**config.mk**
```make
export PLATFORM = sky130hd
export DESIGN_NAME = me_frame_sched
export DESIGN_NICKNAME = d
export VERILOG_FILES = /design/src/rtl/me_pkg.sv /design/src/rtl/me_mb_raster_cnt.sv /design/src/rtl/me_frame_sched.sv
export SDC_FILE = /design/constraint.sdc
export NUM_CORES = 1
export LEC_CHECK = 0
export CAP_MARGIN = 0
export CORE_ASPECT_RATIO = 1.2
export CORE_MARGIN = 2
export CORE_UTILIZATION = 30
export CTS_BUF_LIST = sky130_fd_sc_hd__clkbuf_4 sky130_fd_sc_hd__clkbuf_8
export DETAILED_ROUTE_END_ITERATION = 16
export GPL_TIMING_DRIVEN = 0
export PLACE_DENSITY = 0.63
export SLEW_MARGIN = 10
export SYNTH_ARGS = -nofsm -noshare
export SYNTH_HDL_FRONTEND = slang
export SYNTH_SLANG_ARGS = --single-unit
```
**constraint.sdc**
```tcl
create_clock -name clk -period 3.2 [get_ports clk]
set_input_delay 0.96 -clock clk [delete_from_list [all_inputs] [get_ports clk]]
set_output_delay 0.96 -clock clk [all_outputs]
set_load 0.005 [all_outputs]
```
**src/rtl/me_pkg.sv**
```systemverilog
// Shared definitions for the HEXBS motion-estimation frame scheduler:
// geometry defaults, result-record layout and scheduler state encoding.
package me_pkg;

  localparam int unsigned MB_SIZE    = 16;
  localparam int unsigned DEF_WIDTH  = 352;
  localparam int unsigned DEF_HEIGHT = 240;

  localparam int unsigned ADDR_W = 32;
  localparam int unsigned COORD_W = 32;
  localparam int unsigned MV_W   = 6;
  localparam int unsigned SAD_W  = 16;
  localparam int unsigned IDX_W  = 16;
  localparam int unsigned REC_W  = 32;
  localparam int unsigned STAT_W = 24;

  localparam int unsigned MV_X_MSB = 31;
  localparam int unsigned MV_X_LSB = 26;
  localparam int unsigned MV_Y_MSB = 25;
  localparam int unsigned MV_Y_LSB = 20;
  localparam int unsigned SAD_MSB  = 15;
  localparam int unsigned SAD_LSB  = 0;

  // One result-buffer word; field order matches the bit positions above.
  typedef struct packed {
    logic [MV_W-1:0]  mv_x;
    logic [MV_W-1:0]  mv_y;
    logic [3:0]       rsvd;
    logic [SAD_W-1:0] sad;
  } me_record_t;

  typedef enum logic [2:0] {
    IDLE,
    ISSUE,
    WAIT_DONE,
    WRITE,
    RELEASE,
    NEXT,
    FINISH
  } sched_state_e;

  function automatic logic [REC_W-1:0] pack_record(
    input logic [MV_W-1:0]  mv_x,
    input logic [MV_W-1:0]  mv_y,
    input logic [SAD_W-1:0] sad
  );
    me_record_t rec;
    rec.mv_x = mv_x;
    rec.mv_y = mv_y;
    rec.rsvd = 4'h0;
    rec.sad  = sad;
    return REC_W'(rec);
  endfunction

endpackage

```
**src/rtl/me_mb_raster_cnt.sv**
```systemverilog
// Raster-order macroblock position counter (pixel x/y plus linear index)
// with a combinational flag marking the final macroblock of the frame.
module me_mb_raster_cnt
  import me_pkg::*;
#(
  parameter int unsigned WIDTH  = DEF_WIDTH,
  parameter int unsigned HEIGHT = DEF_HEIGHT
) (
  input  logic                clk,
  input  logic                rst_n,
  input  logic                clear,
  input  logic                advance,
  output logic [COORD_W-1:0]  mb_x,
  output logic [COORD_W-1:0]  mb_y,
  output logic [IDX_W-1:0]    mb_idx,
  output logic                last_c
);

  localparam int unsigned X_LAST = WIDTH - MB_SIZE;
  localparam int unsigned Y_LAST = HEIGHT - MB_SIZE;

  logic row_end_c;

  assign row_end_c = (mb_x == COORD_W'(X_LAST));
  assign last_c    = row_end_c && (mb_y == COORD_W'(Y_LAST));

  // Position advances only between macroblocks, so it is stable while the core runs.
  always_ff @(posedge clk or negedge rst_n) begin
    if (!rst_n) begin
      mb_x   <= '0;
      mb_y   <= '0;
      mb_idx <= '0;
    end else if (clear) begin
      mb_x   <= '0;
      mb_y   <= '0;
      mb_idx <= '0;
    end else if (advance) begin
      if (row_end_c) begin
        mb_x <= '0;
        mb_y <= mb_y + COORD_W'(MB_SIZE);
      end else begin
        mb_x <= mb_x + COORD_W'(MB_SIZE);
      end
      mb_idx <= mb_idx + IDX_W'(1);
    end
  end

endmodule

```
**src/rtl/me_frame_sched.sv**
```systemverilog
// Frame-level macroblock scheduler driving the HEXBS ME core handshake and
// writing one packed MV/SAD record per macroblock. Optional SAD statistics
// are built when ME_SAD_STATS_EN is defined.
module me_frame_sched
  import me_pkg::*;
#(
  parameter int unsigned WIDTH    = DEF_WIDTH,
  parameter int unsigned HEIGHT   = DEF_HEIGHT,
  parameter int unsigned RES_BASE = 0
) (
  input  logic                clk,
  input  logic                rst_n,
  input  logic                frame_start,
  input  logic [ADDR_W-1:0]   cur_frame_addr,
  input  logic [ADDR_W-1:0]   ref_frame_addr,
  output logic                busy,
  output logic                frame_done,
  output logic                me_start,
  output logic [ADDR_W-1:0]   me_frame_addr,
  output logic [ADDR_W-1:0]   me_ref_addr,
  output logic [COORD_W-1:0]  me_mb_x,
  output logic [COORD_W-1:0]  me_mb_y,
  input  logic [MV_W-1:0]     me_mv_x,
  input  logic [MV_W-1:0]     me_mv_y,
  input  logic [SAD_W-1:0]    me_sad,
  input  logic                me_done,
  output logic                res_we,
  output logic [IDX_W-1:0]    res_addr,
  output logic [REC_W-1:0]    res_wdata,
  output logic [STAT_W-1:0]   sad_total,
  output logic [SAD_W-1:0]    sad_max
);

  sched_state_e state_q, state_d;

  logic             accept_c;
  logic             capture_c;
  logic             advance_c;
  logic             last_c;
  logic             busy_d;
  logic             me_start_d;
  logic             res_we_d;
  logic             frame_done_d;
  logic [IDX_W-1:0] mb_idx;

  me_mb_raster_cnt #(
    .WIDTH  (WIDTH),
    .HEIGHT (HEIGHT)
  ) u_raster (
    .clk     (clk),
    .rst_n   (rst_n),
    .clear   (accept_c),
    .advance (advance_c),
    .mb_x    (me_mb_x),
    .mb_y    (me_mb_y),
    .mb_idx  (mb_idx),
    .last_c  (last_c)
  );

  always_ff @(posedge clk or negedge rst_n) begin
    if (!rst_n) state_q <= IDLE;
    else        state_q <= state_d;
  end

  // Output next-values key off the next state so each strobe lines up with its state.
  always_comb begin
    state_d      = state_q;
    accept_c     = 1'b0;
    capture_c    = 1'b0;
    advance_c    = 1'b0;
    case (state_q)
      IDLE: begin
        if (frame_start) begin
          accept_c = 1'b1;
          state_d  = ISSUE;
        end
      end
      ISSUE:     state_d = WAIT_DONE;
      WAIT_DONE: begin
        if (me_done) begin
          capture_c = 1'b1;
          state_d   = WRITE;
        end
      end
      WRITE:     state_d = RELEASE;
      RELEASE:   if (!me_done) state_d = NEXT;
      NEXT: begin
        advance_c = 1'b1;
        state_d   = last_c ? FINISH : ISSUE;
      end
      FINISH:    state_d = IDLE;
      default:   state_d = IDLE;
    endcase
    busy_d       = (state_q != IDLE) && (state_d != IDLE) && (state_d != FINISH);
    me_start_d   = (state_d == WAIT_DONE);
    res_we_d     = capture_c;
    frame_done_d = (state_d == FINISH);
  end

  always_ff @(posedge clk or negedge rst_n) begin
    if (!rst_n) begin
      busy          <= 1'b0;
      frame_done    <= 1'b0;
      me_start      <= 1'b0;
      res_we        <= 1'b0;
      me_frame_addr <= '0;
      me_ref_addr   <= '0;
      res_addr      <= '0;
      res_wdata     <= '0;
    end else begin
      busy       <= busy_d;
      frame_done <= frame_done_d;
      me_start   <= me_start_d;
      res_we     <= res_we_d;
      if (accept_c) begin
        me_frame_addr <= cur_frame_addr;
        me_ref_addr   <= ref_frame_addr;
      end
      if (capture_c) begin
        res_addr  <= IDX_W'(RES_BASE) + mb_idx;
        res_wdata <= pack_record(me_mv_x, me_mv_y, me_sad);
      end
    end
  end

`ifdef ME_SAD_STATS_EN
  localparam int unsigned SUM_W = STAT_W + 1;

  logic [STAT_W-1:0] sad_total_q;
  logic [SAD_W-1:0]  sad_max_q;
  logic [SUM_W-1:0]  sum_c;

  assign sum_c = {1'b0, sad_total_q} + SUM_W'(me_sad);

  // Running frame statistics; the sum saturates rather than wrapping.
  always_ff @(posedge clk or negedge rst_n) begin
    if (!rst_n) begin
      sad_total_q <= '0;
      sad_max_q   <= '0;
    end else if (accept_c) begin
      sad_total_q <= '0;
      sad_max_q   <= '0;
    end else if (capture_c) begin
      sad_total_q <= sum_c[STAT_W] ? {STAT_W{1'b1}} : sum_c[STAT_W-1:0];
      if (me_sad > sad_max_q) sad_max_q <= me_sad;
    end
  end

  assign sad_total = sad_total_q;
  assign sad_max   = sad_max_q;
`else
  assign sad_total = '0;
  assign sad_max   = '0;
`endif

endmodule

```
==> metrics, run 1 <==
share of cells above drive strength 1 12.26%; Placed Area 12050 um2; vias in the first global route 7501; chip height 190.6 um; Slew HR 52.79%; Fin. Hold Viols 0; die area 30410 um2; Hold WC Path Type input pin to asynchronous set/reset pin; wire per inst 15.61 um; Unique masters post-synth 49; Max VDD drop 0.3152 mV; number of synthesized register bits 187; Overflow after GRT 0; Initial Util 30.37%; Max Root-Sink Buffers 2; crit path launch type input pin; Slew Limit Fails 0; GRT Total Usage 16.76%; # fillers 2837; RSZ-0062 raised after global routing no; async set-reset flop share out of synthesis 100.0%; cell taking the most area after synthesis dfrtp_1; First-pass DRT Iterations 4; Final nets 1320; Worst Path Required 3580 ps; r2r setup slk 380 ps; Core Area 28670 um2; area added between synthesis and finish 43.07%; fin crit share 93.85%; Worst Setup Path Type input pin to flop; Avg Cell Area, Syn 9.862 um2; Reg2Reg Depth 8; cell count after synthesis 883; overall routed net length 25260 um; CTS tree done; Chip Width 159.5 um; fmax 333.0 MHz; max-cap violations 0; Ports 316; clock-pin slew on the worst setup and hold paths 110 ps; Worst EP arrival 3380 ps; Seq/Total Area, Yosys 53.74%; status complete, no violations; top-count cell post-synth nand2_1; Worst-Skew Late Latency 490 ps; Routed Antenna Nets 0; largest net degree at the start of global routing 104; Final Critical Period 3003 ps; Synth top cells by count nand2_1, dfrtp_1, buf_4; DRC errors left 0; CP Cell Sequence clkdlybuf4s50_1 -> or4b_1 -> buf_2 -> clkbuf_1 -> o21ai_1 -> nand2_1 -> o41ai_1; top cells by area, synth dfrtp_1, nand2_1, mux2_2, buf_4, xor2_1; Synth top area share 53.74%; cell row count 68; Yosys warnings 0; first-pass GRT wire length 40550 um; Pwr Total 0.008633 W; Slew @ Worst Pin 702.8 ps; DRT iter0 DRCs 496; post-DR vias/cell 4.623; Clock H-tree levels 4; vias post-DR 7480; Routability Congestion 0.8187; EDFF count, synth 0; Critical Path Fanout Max 10; CP max stage cell clkdlybuf4s50_1; Mapped Area 8708 um2; main flop type after synthesis dfrtp_1; number of port buffers 263; total CTS buffers 17; Worst setup EP type flop; clk_skew 14.51 ps; Pwr Density 692.9 nW/um2; # clock sinks 187; finished layout cell area 12460 um2; CTS root buf clkbuf_8; initial antenna violation count 1; Leak 5.577 nW; endpoints failing setup 0; crit-path max cell delay 480 ps; DP HPWL 18440 um
## layout by cell type, fill, tap and decap left out, types with 17 or more instances in the layout
master and n:
conb_1 52, or4_1 23, nand3_1 22, clkdlybuf4s50_1 262, xor2_1 23, nand2_1 226
dfrtp_1 187, nor2_1 47, nand4_1 29, mux2_2 44, buf_4 54, a21oi_1 29
clkbuf_8 17, clkbuf_1 31, o31ai_1 22
## final timing paths
kind / startpoint / end
min: rst_n / u_raster.mb_y[15]$_DFFE_PN0P_
max: frame_start / u_raster.mb_y[7]$_DFFE_PN0P_
min in group clk: me_ref_addr[13]$_DFFE_PN0P_ / me_ref_addr[13]$_DFFE_PN0P_
max reg2reg: u_raster.mb_x[24]$_DFFE_PN0P_ / u_raster.mb_y[26]$_DFFE_PN0P_
min reg2reg: me_ref_addr[13]$_DFFE_PN0P_ / me_ref_addr[13]$_DFFE_PN0P_
max in group asynchronous: rst_n / u_raster.mb_idx[15]$_DFFE_PN0P_
## repair_timing
| action | CTS | global route |
|---|---|---|
| hold endpoints to repair | 0 | 0 |
| setup buffers | 0 | 2 |
| setup endpoints to repair | 0 | 22 |
| gates resized for setup | 0 | 2 |
| hold buffers | 0 | 0 |
## metrics by stage
| step | setup WS (ps) | hold WS (ps) | cells | TNS, ps | util, % |
|---|---|---|---|---|---|
| after detailed placement | -506.0 | 462.1 | 1583 | -26960 | 42.01 |
| after global routing | 49.11 | 458.9 | 1618 | 0 | 43.45 |
| after CTS | 13.04 | 455.0 | 1615 | 0 | 43.39 |
| after floorplan | 699.0 | 469.7 | 934 | 0 | - |
| final | 196.9 | 413.3 | 1618 | 0 | 43.45 |
| after global placement | -7070 | 457.9 | 1582 | -1344700 | 41.90 |
## state kept, by name (all words and copies together), names as in the netlist, 3 cells and up
name / cells
state_q: 3
u_raster.mb_y: 28
me_ref_addr: 32
res_addr: 16
u_raster.mb_idx: 16
res_wdata: 28
me_frame_addr: 32
u_raster.mb_x: 28
## critical path: cells and delay by family
kind	cells	cell delay, ps
buffers and inverters	3	990
and+or+nand+nor	2	630
AOI/OAI and AO/OA	2	790
## cell families (layout without fill, tap and decap cells)
| group | count (synthesis) | after routing | share of synthesized area, % |
|---|---|---|---|
| and+or+nand+nor | 413 | 413 | 22.51 |
| DFF | 187 | 187 | 53.74 |
| buffers and inverters | 108 | 406 | 7.055 |
| AOI/OAI and AO/OA | 88 | 88 | 6.494 |
| muxes | 46 | 46 | 5.920 |
| xor gates and xnor gates | 35 | 35 | 3.520 |
| adders and majority gates | 5 | 5 | 0.7184 |
| other | 1 | 53 | 0.04306 |
## final cells by class
cell class,instances,area [um2],share of cell area (%)
multi-input combinational,639,3606,28.94
clock buffer,17,234.0,1.878
sequential,187,4679,37.56
inverter,8,30.03,0.2410
antenna,1,2.502,0.02008
buffer,100,585.6,4.700
tap,385,481.7,3.866
timing repair buffer,266,2680,21.51
clock inverter,15,160.2,1.285
## where the power goes
group	internal, W	switching [W]	total [W]
registers	0.00307	0.000505	0.00357
logic	0.00190	0.00156	0.00346
clock network	0.000583	0.00102	0.00160
total	0.00555	0.00308	0.00863
## layer usage
| metal | GRT usage, % | vias to the layer above | share of wire, % |
|---|---|---|---|
| li1 | - | 3602 | - |
| met1 | 20.82 | 3558 | 42 |
| met2 | 27.56 | 290 | 48 |
| met3 | 5.111 | 30 | 7.9 |
| met4 | 6.189 | 0 | 1.9 |
| met5 | 0 | - | 0 |
Power figures use the tool's default switching activity.
==> run 2, diff against run 1 <==
--- a/config.mk
+++ b/config.mk
@@ -11,6 +11,7 @@
 export CORE_UTILIZATION = 30
 export CTS_BUF_LIST = sky130_fd_sc_hd__clkbuf_4 sky130_fd_sc_hd__clkbuf_8
 export DETAILED_ROUTE_END_ITERATION = 16
+export GPL_ROUTABILITY_DRIVEN = 0
 export GPL_TIMING_DRIVEN = 0
 export PLACE_DENSITY = 0.63
 export SLEW_MARGIN = 10
==> results of run 2 <==
Final layout, timing and power as in run 1 (identical DEF).
==> run 3, diff against run 2 <==
--- a/config.mk
+++ b/config.mk
@@ -5,6 +5,7 @@
 export SDC_FILE = /design/constraint.sdc
 export NUM_CORES = 1
 export LEC_CHECK = 0
+export ABC_CLOCK_PERIOD_IN_PS = 3200
 export CAP_MARGIN = 0
 export CORE_ASPECT_RATIO = 1.2
 export CORE_MARGIN = 2
==> results of run 3 <==
Final layout, timing and power as in run 1 (identical DEF).
